**config.mk**
```make
export PLATFORM = sky130hd
export DESIGN_NAME = rr_select_arbiter8
export DESIGN_NICKNAME = d
export VERILOG_FILES = /design/src/rtl/rr_select_pkg.sv /design/src/rtl/rr_pick8.sv /design/src/rtl/rr_select_arbiter8.sv
export SDC_FILE = /design/constraint.sdc
export NUM_CORES = 1
export LEC_CHECK = 0
export BUFFER_PORTS_ARGS = -buffer_cell sky130_fd_sc_hd__clkbuf_2
export CAP_MARGIN = 20
export CELL_PAD_IN_SITES_DETAIL_PLACEMENT = 2
export CELL_PAD_IN_SITES_GLOBAL_PLACEMENT = 2
export CORE_ASPECT_RATIO = 1.4
export CORE_MARGIN = 2
export CORE_UTILIZATION = 30
export CTS_BUF_LIST = sky130_fd_sc_hd__clkbuf_16
export CTS_CLUSTER_SIZE = 25
export DETAILED_ROUTE_END_ITERATION = 10
export PLACE_DENSITY = 0.85
export SYNTH_ARGS = -nofsm -noshare
export SYNTH_HDL_FRONTEND = slang
export SYNTH_HIERARCHICAL = 1
export SYNTH_SLANG_ARGS = --single-unit
```
**constraint.sdc**
```tcl
create_clock -name clk -period 5.7 [get_ports clk]
set_input_delay 0.855 -clock clk [delete_from_list [all_inputs] [get_ports clk]]
set_output_delay 0.855 -clock clk [all_outputs]
set_load 0.01 [all_outputs]
```
**src/rtl/rr_select_pkg.sv**
```systemverilog
// Shared constants and helpers for the rr_select_arbiter8 control stage.
package rr_select_pkg;

   localparam int N_CH  = 8;
   localparam int SEL_W = $clog2(N_CH);

   localparam logic [1:0] ST_IDLE   = 2'd0;
   localparam logic [1:0] ST_SETTLE = 2'd1;
   localparam logic [1:0] ST_HOLD   = 2'd2;

   // Pointer reset value: last channel, so the scan after reset starts at ch0.
   localparam logic [SEL_W-1:0] PTR_RST = SEL_W'(N_CH - 1);

   function automatic logic [N_CH-1:0] chan_onehot(input logic [SEL_W-1:0] ch);
      chan_onehot     = '0;
      chan_onehot[ch] = 1'b1;
   endfunction

endpackage

```
**src/rtl/rr_pick8.sv**
```systemverilog
// Combinational 8-way pick: rotate by ptr+1, priority-encode, un-rotate.
// ARB_FIXED_PRIO_EN selects a plain lowest-index priority encoder instead.
module rr_pick8
   import rr_select_pkg::*;
(
   input  logic [N_CH-1:0]  req,
   input  logic [SEL_W-1:0] ptr,
   output logic             any,
   output logic [SEL_W-1:0] pick
);

   assign any = |req;

`ifdef ARB_FIXED_PRIO_EN
   logic unused_ptr;
   assign unused_ptr = ^ptr;

   always_comb begin
      pick = '0;
      for (int i = N_CH - 1; i >= 0; i--) begin
         if (req[i]) pick = SEL_W'(i);
      end
   end
`else
   logic [SEL_W-1:0]  start;
   logic [2*N_CH-1:0] dbl;
   logic [N_CH-1:0]   rot;
   logic [SEL_W-1:0]  idx;

   // start wraps naturally in SEL_W bits (ptr=7 -> start=0).
   assign start = ptr + SEL_W'(1);
   assign dbl   = {req, req};
   assign rot   = dbl[start +: N_CH];

   always_comb begin
      idx = '0;
      for (int i = N_CH - 1; i >= 0; i--) begin
         if (rot[i]) idx = SEL_W'(i);
      end
   end

   assign pick = start + idx;
`endif

endmodule

```
**src/rtl/rr_select_arbiter8.sv**
```systemverilog
// Round-robin select arbiter driving an external 8:1 word mux and capturing its word.
// Optional macro ARB_FIXED_PRIO_EN: fixed lowest-index priority, pointer held at reset.
module rr_select_arbiter8
   import rr_select_pkg::*;
#(
   parameter int DATA_W = 32
) (
   input  logic              clk,
   input  logic              rst_n,
   input  logic [N_CH-1:0]   req,
   output logic [N_CH-1:0]   gnt,
   output logic [SEL_W-1:0]  sel,
   input  logic [DATA_W-1:0] mux_out,
   output logic [DATA_W-1:0] out_data,
   output logic [SEL_W-1:0]  out_chan,
   output logic              out_valid,
   input  logic              out_ready
);

   logic [1:0]       state;
   logic [SEL_W-1:0] ptr;
   logic [N_CH-1:0]  scan_req;
   logic             any;
   logic [SEL_W-1:0] pick;

`ifdef ARB_FIXED_PRIO_EN
   assign scan_req = req;
`else
   // In HOLD the granted channel may still show its request; skip it on re-scan.
   assign scan_req = (state == ST_HOLD) ? (req & ~chan_onehot(out_chan)) : req;
`endif

   rr_pick8 u_pick (
      .req  (scan_req),
      .ptr  (ptr),
      .any  (any),
      .pick (pick)
   );

   always_ff @(posedge clk or negedge rst_n) begin
      if (!rst_n) begin
         state     <= ST_IDLE;
         ptr       <= PTR_RST;
         sel       <= '0;
         gnt       <= '0;
         out_data  <= '0;
         out_chan  <= '0;
         out_valid <= 1'b0;
      end else begin
         gnt <= '0;
         case (state)
            ST_IDLE: begin
               if (any) begin
                  sel   <= pick;
                  state <= ST_SETTLE;
               end
            end
            ST_SETTLE: begin
               // Capture only if the selected requester is still asking.
               if (req[sel]) begin
                  out_data  <= mux_out;
                  out_chan  <= sel;
                  out_valid <= 1'b1;
                  gnt       <= chan_onehot(sel);
`ifndef ARB_FIXED_PRIO_EN
                  ptr       <= sel;
`endif
                  state     <= ST_HOLD;
               end else begin
                  state <= ST_IDLE;
               end
            end
            ST_HOLD: begin
               if (out_ready) begin
                  out_valid <= 1'b0;
                  if (any) begin
                     sel   <= pick;
                     state <= ST_SETTLE;
                  end else begin
                     state <= ST_IDLE;
                  end
               end
            end
            default: state <= ST_IDLE;
         endcase
      end
   end

endmodule

```
==> results of run 1 <==
critical path: cells and delay by family, from the launching register on:
| family | cells | cell delay (ns) |
|---|---|---|
| multiplexers | 2 | 0.85 |
| AO/OA/AOI/OAI | 3 | 1.22 |
| flip-flops | 1 | 0.47 |
| buffers and inverters | 1 | 0.04 |
| adder cells (fa/ha/maj) | 2 | 0.58 |
| AND/OR/NAND/NOR | 4 | 0.64 |
| XOR/XNOR | 1 | 0.15 |
flip-flops by register name, summed over array words and instances, names as in the netlist:
name and flops:
ptr 3, gnt 8, state 2, out_data 32, out_chan 3, sel 3
out_valid 1
placed cells by master (no fill, tap or decap), types with 2 or more instances in the layout:
cell,instances
a211oi_1,2
a21o_1,2
and4b_1,3
and4bb_2,2
clkbuf_16,5
clkbuf_2,89
clkinv_2,2
dfrtp_1,49
dfstp_2,3
ha_1,2
inv_1,7
mux2_2,31
mux2_4,10
mux2i_1,2
mux4_1,6
mux4_2,3
nand2_1,6
nand2b_1,4
nand3_1,2
nor2_1,6
nor2b_1,3
nor3_1,2
nor4_1,2
o21a_1,3
o31a_1,4
o31ai_1,2
area by class of cell:
| cell class | instances | area (um^2) |
|---|---|---|
| multi-input cells | 115 | 1209 |
| flip-flops and latches | 52 | 1305 |
| repair buffers | 91 | 473.0 |
| well taps | 105 | 131.4 |
| clock buffers | 5 | 125.1 |
| fillers | 930 | 5220 |
| clock inverters | 3 | 18.77 |
| inverters | 7 | 26.28 |
worst max-delay path by stage:
stage,from,endpoint,slack (ns),cells past startpoint
after CTS,state[0],sel[2],1.63,13
after floorplan,req[2],sel[1],2.25,11
after detailed placement,state[0],sel[2],1.65,13
after global routing,state[0],sel[2],1.50,13
after global placement,req[2],sel[1],1.82,12
final,state[0],sel[2],1.64,13
through the flow:
step                worst slack [ns]  hold WS, ns  cell area (um^2)  cells  util (%)
finish                         1.637       0.4973              3288    378     38.65
global route                   1.504       0.5189              3288    378     38.65
CTS                            1.627       0.5071              3268    377     38.41
detailed placement             1.649       0.4804              3124    369     36.72
global placement               1.820       0.4650              3124    369     36.72
floorplan                      2.249       0.5184              2609    184         -
where the power goes:
group	switching [uW]	leakage (uW)	internal (uW)
sequential	174	0.000623	553
combinational	534	0.000879	602
clock	133	0.0000736	162
total	841	0.00158	1320
layer usage:
| layer | vias to the layer above | GRT usage (%) |
|---|---|---|
| li1 | 850 | - |
| met1 | 969 | 15.19 |
| met2 | 50 | 29.46 |
| met3 | 11 | 3.317 |
| met4 | 0 | 5.792 |
| met5 | - | 0 |
cell families after synthesis:
| kind of cell | Yosys count |
|---|---|
| flops | 52 |
| xor+xnor | 2 |
| compound gates | 19 |
| simple gates | 38 |
| fa+ha+maj | 4 |
| buf+inv | 17 |
| mux | 52 |
==> summary.txt, run 1 <==
STA
  – Final Skew: roughly 0.0056 ns
  – Worst Tran Pin Value: 0.6799 ns
  – Final setup vio count: 0
  – RSZ-0062 raised after global routing: no
  – Final Hold Fails: 0
  – Setup TNS: 0 ns
  – Fin. max-slew vios: 0
  – Slew headroom: about 55%
  – Post-layout minimum cycle time: slightly above 4 ns
  – Period utilization: between 70% and 80%
  – Peak Freq: 246.1 MHz

Detailed routing
  – Vias: 1880
  – Met1 WL: roughly 2.5 mm
  – DRC: 0
  – Remaining antenna violation count: 0
  – Met2 wire length: 3.955 mm
  – Total wire length: just under 7 mm
  – Metal3 WL: between 200 and 300 um
  – Vias per cell: slightly below 5
  – Average wire per standard cell: between 15 and 20 um
  – Detailed Routing Iterations Pass 1: 4
  – DR iter-0 viols: 65
  – Top routing layer in use: met4

Yosys
  – Synth warn: 6
  – Adder-Cell Fraction of Synth Area: 2.158%
  – Synth unique cells: 44
  – Top cells by count, synth: 49 x dfrtp_1, 31 x mux2_2, 10 x mux2_4
  – Top cell type's share of synthesized area: 47.00%
  – Count leader, synth: dfrtp_1
  – Synthesized cell area: 2609 um^2
  – Largest area contributor in the netlist: dfrtp_1
  – Syn Area/Cell: 14.18 um^2
  – Most used DFF post-synth: dfrtp_1
  – Synth top area cells: dfrtp_1 47%, mux2_2 13%, mux4_1 6.0%
  – Post-synthesis xor/xnor area fraction: 0.6715%
  – Post-synthesis compound-gate area fraction: between 5 and 6%
  – #FFs+latches synth: 52
  – Post-synth EDFFs: 0
  – Sequential area share after synthesis: 50.02%
  – Main combinational cell family by area after synthesis: multiplexers
  – Post-synth ARST share: between 90% and 100%
  – Synthesized net count: 230
  – Post-synthesis mux area share: between 20% and 30%
  – Synth Area in Simple Gates: approximately 9%
  – Synth Instances: 184

Critical path
  – Worst Reg-to-Reg Cells: 13
  – R2r setup slk: 1.64 ns
  – Critical path class: flop to flop
  – Crit end category: flop
  – Worst Path Arrival: 4.24 ns
  – Critical Path Source Type: flop
  – CP peak stage delay: 0.57 ns
  – CP Cell Sequence: nor2b_1 -> nand2_1 -> o31a_1 -> mux4_1 -> nand2b_1 -> a2111oi_1 -> nor3_1 -> o31ai_1 -> ha_1 -> inv_1 -> fa_1 -> xnor2_1 -> mux2_2
  – Worst r2r src: state[0]
  – Critical Path Slowest Stage Cell: mux4_1
  – Max FO, Critical Path: 7
  – Critical R2R Capture: sel[2]
  – Critical Path RT: ~6 ns

Hold path
  – HP Class: flop to flop
  – Hold Path End: out_valid
  – Hold Path Depth: 1
  – Worst hold start: out_valid

Cells and area
  – Area Overhead vs Synth: 26.04%
  – Layout cells sized above 1: a little under three fifths
  – Layout Nets: about 320
  – Diode count: 0

Power and ir drop
  – Total design power: approximately 2200 uW
  – Static leakage: approximately 0.0016 uW
  – Peak supply drop: 0.3111 mV
  – PD cells: 656.4 nW/um^2

Placement
  – Dpl hpwl: just over 5 mm
  – Gpl congestion: ~0.76
  – Port bufs: 89

Clock tree
  – Post-cts sizing count: 0
  – Latest clock arrival within the worst-skew pair: between 0.2 and 0.3 ns
  – Total CTS buffers: 5
  – TritonCTS clock tree: built
  – H-tree level count: 2
  – CTS clock-pin slew for the worst setup and hold paths: approximately 0.070 ns
  – CTS max path bufs: 2
  – Clk sink count: 52
  – CTS Hold Bufs: 0
  – Root buf cell: clkbuf_16
  – Postcts setup bufs: 0

GRT
  – Initial antenna violation count: 0
  – First-pass GRT wire length: 11.16 mm
  – GRT overflow: 0
  – Number of global-route vias before repair: 2183
  – Largest net degree at the start of global routing: 53
  – Total track usage: around 15%

Die
  – I/O pin cnt: 90
  – Initial Utilization: between 30 and 40%
  – Core area: between 8000 and 9000 um^2
  – Die X: between 80 and 90 um
  – Total die area: 9468 um^2
  – DIE HEIGHT: approximately 110 um
  – Row Count: 40

Flow run
  – Max cap viols: 0

Run status
  – Status: completed
Note: power is estimated with default switching activity, not from simulation.
==> inputs of run 2 (changes only) <==
==> constraint.sdc (replaced) <==
create_clock -name clk -period 4.1 [get_ports clk]
set_input_delay 0.615 -clock clk [delete_from_list [all_inputs] [get_ports clk]]
set_output_delay 0.615 -clock clk [all_outputs]
set_load 0.01 [all_outputs]
==> summary.txt, run 2 (synthesis results as in run 1) <==
Run status
  – Status: completed

STA
  – Post-layout minimum cycle time: 3.733 ns (-0.3298 ns)
  – Fin. max-slew vios: 0 (unchanged)
  – Final setup vio count: 0 (unchanged)
  – Slew headroom: 41.81% (-13 points)
  – Final Skew: 0.002309 ns (-0.003285 ns)
  – Setup TNS: 0 ns (unchanged)
  – Peak Freq: 267.9 MHz (+8.8%)
  – RSZ-0062 raised after global routing: no
  – Worst Tran Pin Value: 0.8676 ns (+0.1876 ns)
  – Final Hold Fails: 0 (unchanged)
  – Fin Hold WS: 0.4329 ns (-0.06443 ns)
  – Period utilization: 91.06% (+20 points)

GRT
  – Total track usage: 15.35% (+0.37 points)
  – First-pass GRT wire length: 11.43 mm (+2.4%)
  – GRT overflow: 0 (unchanged)
  – Initial antenna violation count: 0 (unchanged)
  – Largest net degree at the start of global routing: 53 (unchanged)
  – Number of global-route vias before repair: 2199 (+0.73%)

Cells and area
  – Layout Nets: 319 (+0.31%)
  – Largest Register: out_data
  – Max reg flops: 32 (unchanged)
  – Diode count: 0 (unchanged)
  – Top Registers: out_data: 32 flops, gnt: 8 flops
  – Non-Filler Instances: 379 (+0.26%)
  – Area Overhead vs Synth: 25.90%
  – Final instance area: 3284 um^2 (-0.11%)
  – Layout cells sized above 1: 55.47% (+0.16 points)
  – Most frequent cells in the layout: 89 x clkbuf_2, 49 x dfrtp_1, 31 x mux2_2, 10 x mux2_4, 7 x inv_1
  – Filler cell count: 920 (-1.1%)
  – Commonest non-fill, non-tap cell in the layout: clkbuf_2

Clock tree
  – TritonCTS clock tree: built
  – Post-cts sizing count: 0 (unchanged)
  – Latest clock arrival within the worst-skew pair: 0.29 ns (about the same)
  – CTS clock-pin slew for the worst setup and hold paths: 0.07 ns (about the same)
  – Clk sink count: 52 (unchanged)
  – CTS max path bufs: 2 (unchanged)
  – Root buf cell: clkbuf_16
  – Total CTS buffers: 5 (unchanged)
  – Postcts setup bufs: 0 (unchanged)
  – H-tree level count: 2 (unchanged)
  – CTS Hold Bufs: 0 (unchanged)

Power and ir drop
  – Combinational Power Share: 53.3% (+0.7 points)
  – Switching pwr: 1163 uW (+38%)
  – Switching portion of total power: 38.92% (about the same)
  – Static leakage: 0.001576 uW (about the same)
  – Pint: 1825 uW (+38%)
  – Reg power frac: 33.2% (-0.5 points)
  – Total design power: 2988 uW (+38%)
  – Peak supply drop: 0.2803 mV (-9.9%)
  – Clock power frac: 13.5% (-0.2 points)
  – PD cells: 909.7 nW/um^2 (+39%)

Die
  – DIE HEIGHT: 114.3 um (unchanged)
  – Row Count: 40 (unchanged)
  – I/O pin cnt: 90 (unchanged)
  – Core area: 8508 um^2 (unchanged)
  – Die X: 82.81 um (unchanged)
  – Initial Utilization: 30.66% (unchanged)
  – Total die area: 9468 um^2 (unchanged)

Placement
  – Port bufs: 89 (unchanged)
  – Dpl hpwl: 5.145 mm (+0.22%)
  – Placed Area: 3139 um^2 (+0.48%)
  – Gpl congestion: 0.8379 (+10%)
  – Number of instances in the placed design: 371 (+0.54%)

Detailed routing
  – Detailed Routing Iterations Pass 1: 4 (unchanged)
  – Vias: 1909 (+1.5%)
  – Total wire length: 6.880 mm (-0.71%)
  – Vias per cell: 5.037 (+1.3%)
  – Remaining antenna violation count: 0 (unchanged)
  – DRC: 0 (unchanged)
  – Average wire per standard cell: 18.15 um (-0.97%)
  – DR iter-0 viols: 64 (-1.5%)

Critical path
  – Max FO, Critical Path: 6 (-1)
  – Critical path class: flop to flop
  – Critical Path RT: 4.27 ns (-1.60 ns)
  – Crit end category: flop
  – Critical Path Source Type: flop
  – Worst Path Arrival: 3.91 ns (-0.33 ns)

Hold path
  – HP Class: primary input to asynchronous set/reset pin

Flow run
  – Max cap viols: 0 (unchanged)
## run 2: changes by cell type in the layout (fill, tap and decap cells not counted)
cell,previous run,this run
a2111oi_0,1,0
a2111oi_2,0,1
buf_12,1,0
buf_4,1,3
clkinv_1,0,1
clkinv_4,1,0
## run 2: layer usage
metal,vias to the layer above,GRT usage (%),part of all wire [%]
li1,857,-,-
met5,-,0,0
met2,46,29.52,58
met1,1000,16.71,37
met3,6,3.389,3.9
met4,0,4.590,1.3
## run 2: metrics by stage
step | setup WS (ns) | utilization (%)
final | 0.3666 | 38.60
after global routing | 0.03567 | 38.60
after CTS | 0.2203 | 38.53
after detailed placement | 0.3180 | 36.90
after global placement | 0.4362 | 36.90
after floorplan | 0.6776 | -
## run 2: cell type report
cell class	instances	area [um^2]	area share, %
clock buffers	5	125.1	3.810
clock inverters	3	13.76	0.4190
inverters	7	26.28	0.8000
multi-input cells	115	1215	36.99
flip-flops and latches	52	1305	39.73
well taps	105	131.4	4.000
repair buffers	92	467.9	14.25
## run 2: path summary, 6_finish.rpt
| kind | start | to | slack, ns | cells after the start |
|---|---|---|---|---|
| worst max register to register | state[1] | sel[2] | 0.37 | 13 |
| max in group asynchronous | rst_n | gnt[0] | 3.19 | 2 |
| worst min-delay path | rst_n | out_data[20] | 0.43 | 2 |
| worst min register to register | out_valid | out_valid | 0.48 | 1 |
| min in group clk | out_valid | out_valid | 0.48 | 1 |
| worst max-delay path | state[1] | sel[2] | 0.37 | 13 |
## run 2: power groups by stage
stage,Clock [uW],Sequential [uW],Combinational (uW)
3_3_place_gp,0,986,1530
2_1_floorplan,0,1020,1100
4_1_cts,423,1000,1600
3_5_place_dp,0,1000,1590
6_report,405,992,1590
5_1_grt,444,1040,1760
## run 2: worst max-delay path: stages, from the launching register on
cell and delay (ns):
dfrtp_1 0.43, nor2b_1 0.26, nand2_1 0.12, o31a_1 0.30, mux4_1 0.55, nand2b_1 0.19, a2111oi_2 0.44, nor3_1 0.10
o31ai_1 0.22, ha_1 0.19, inv_1 0.05, fa_1 0.37, xnor2_1 0.13, mux2_2 0.27
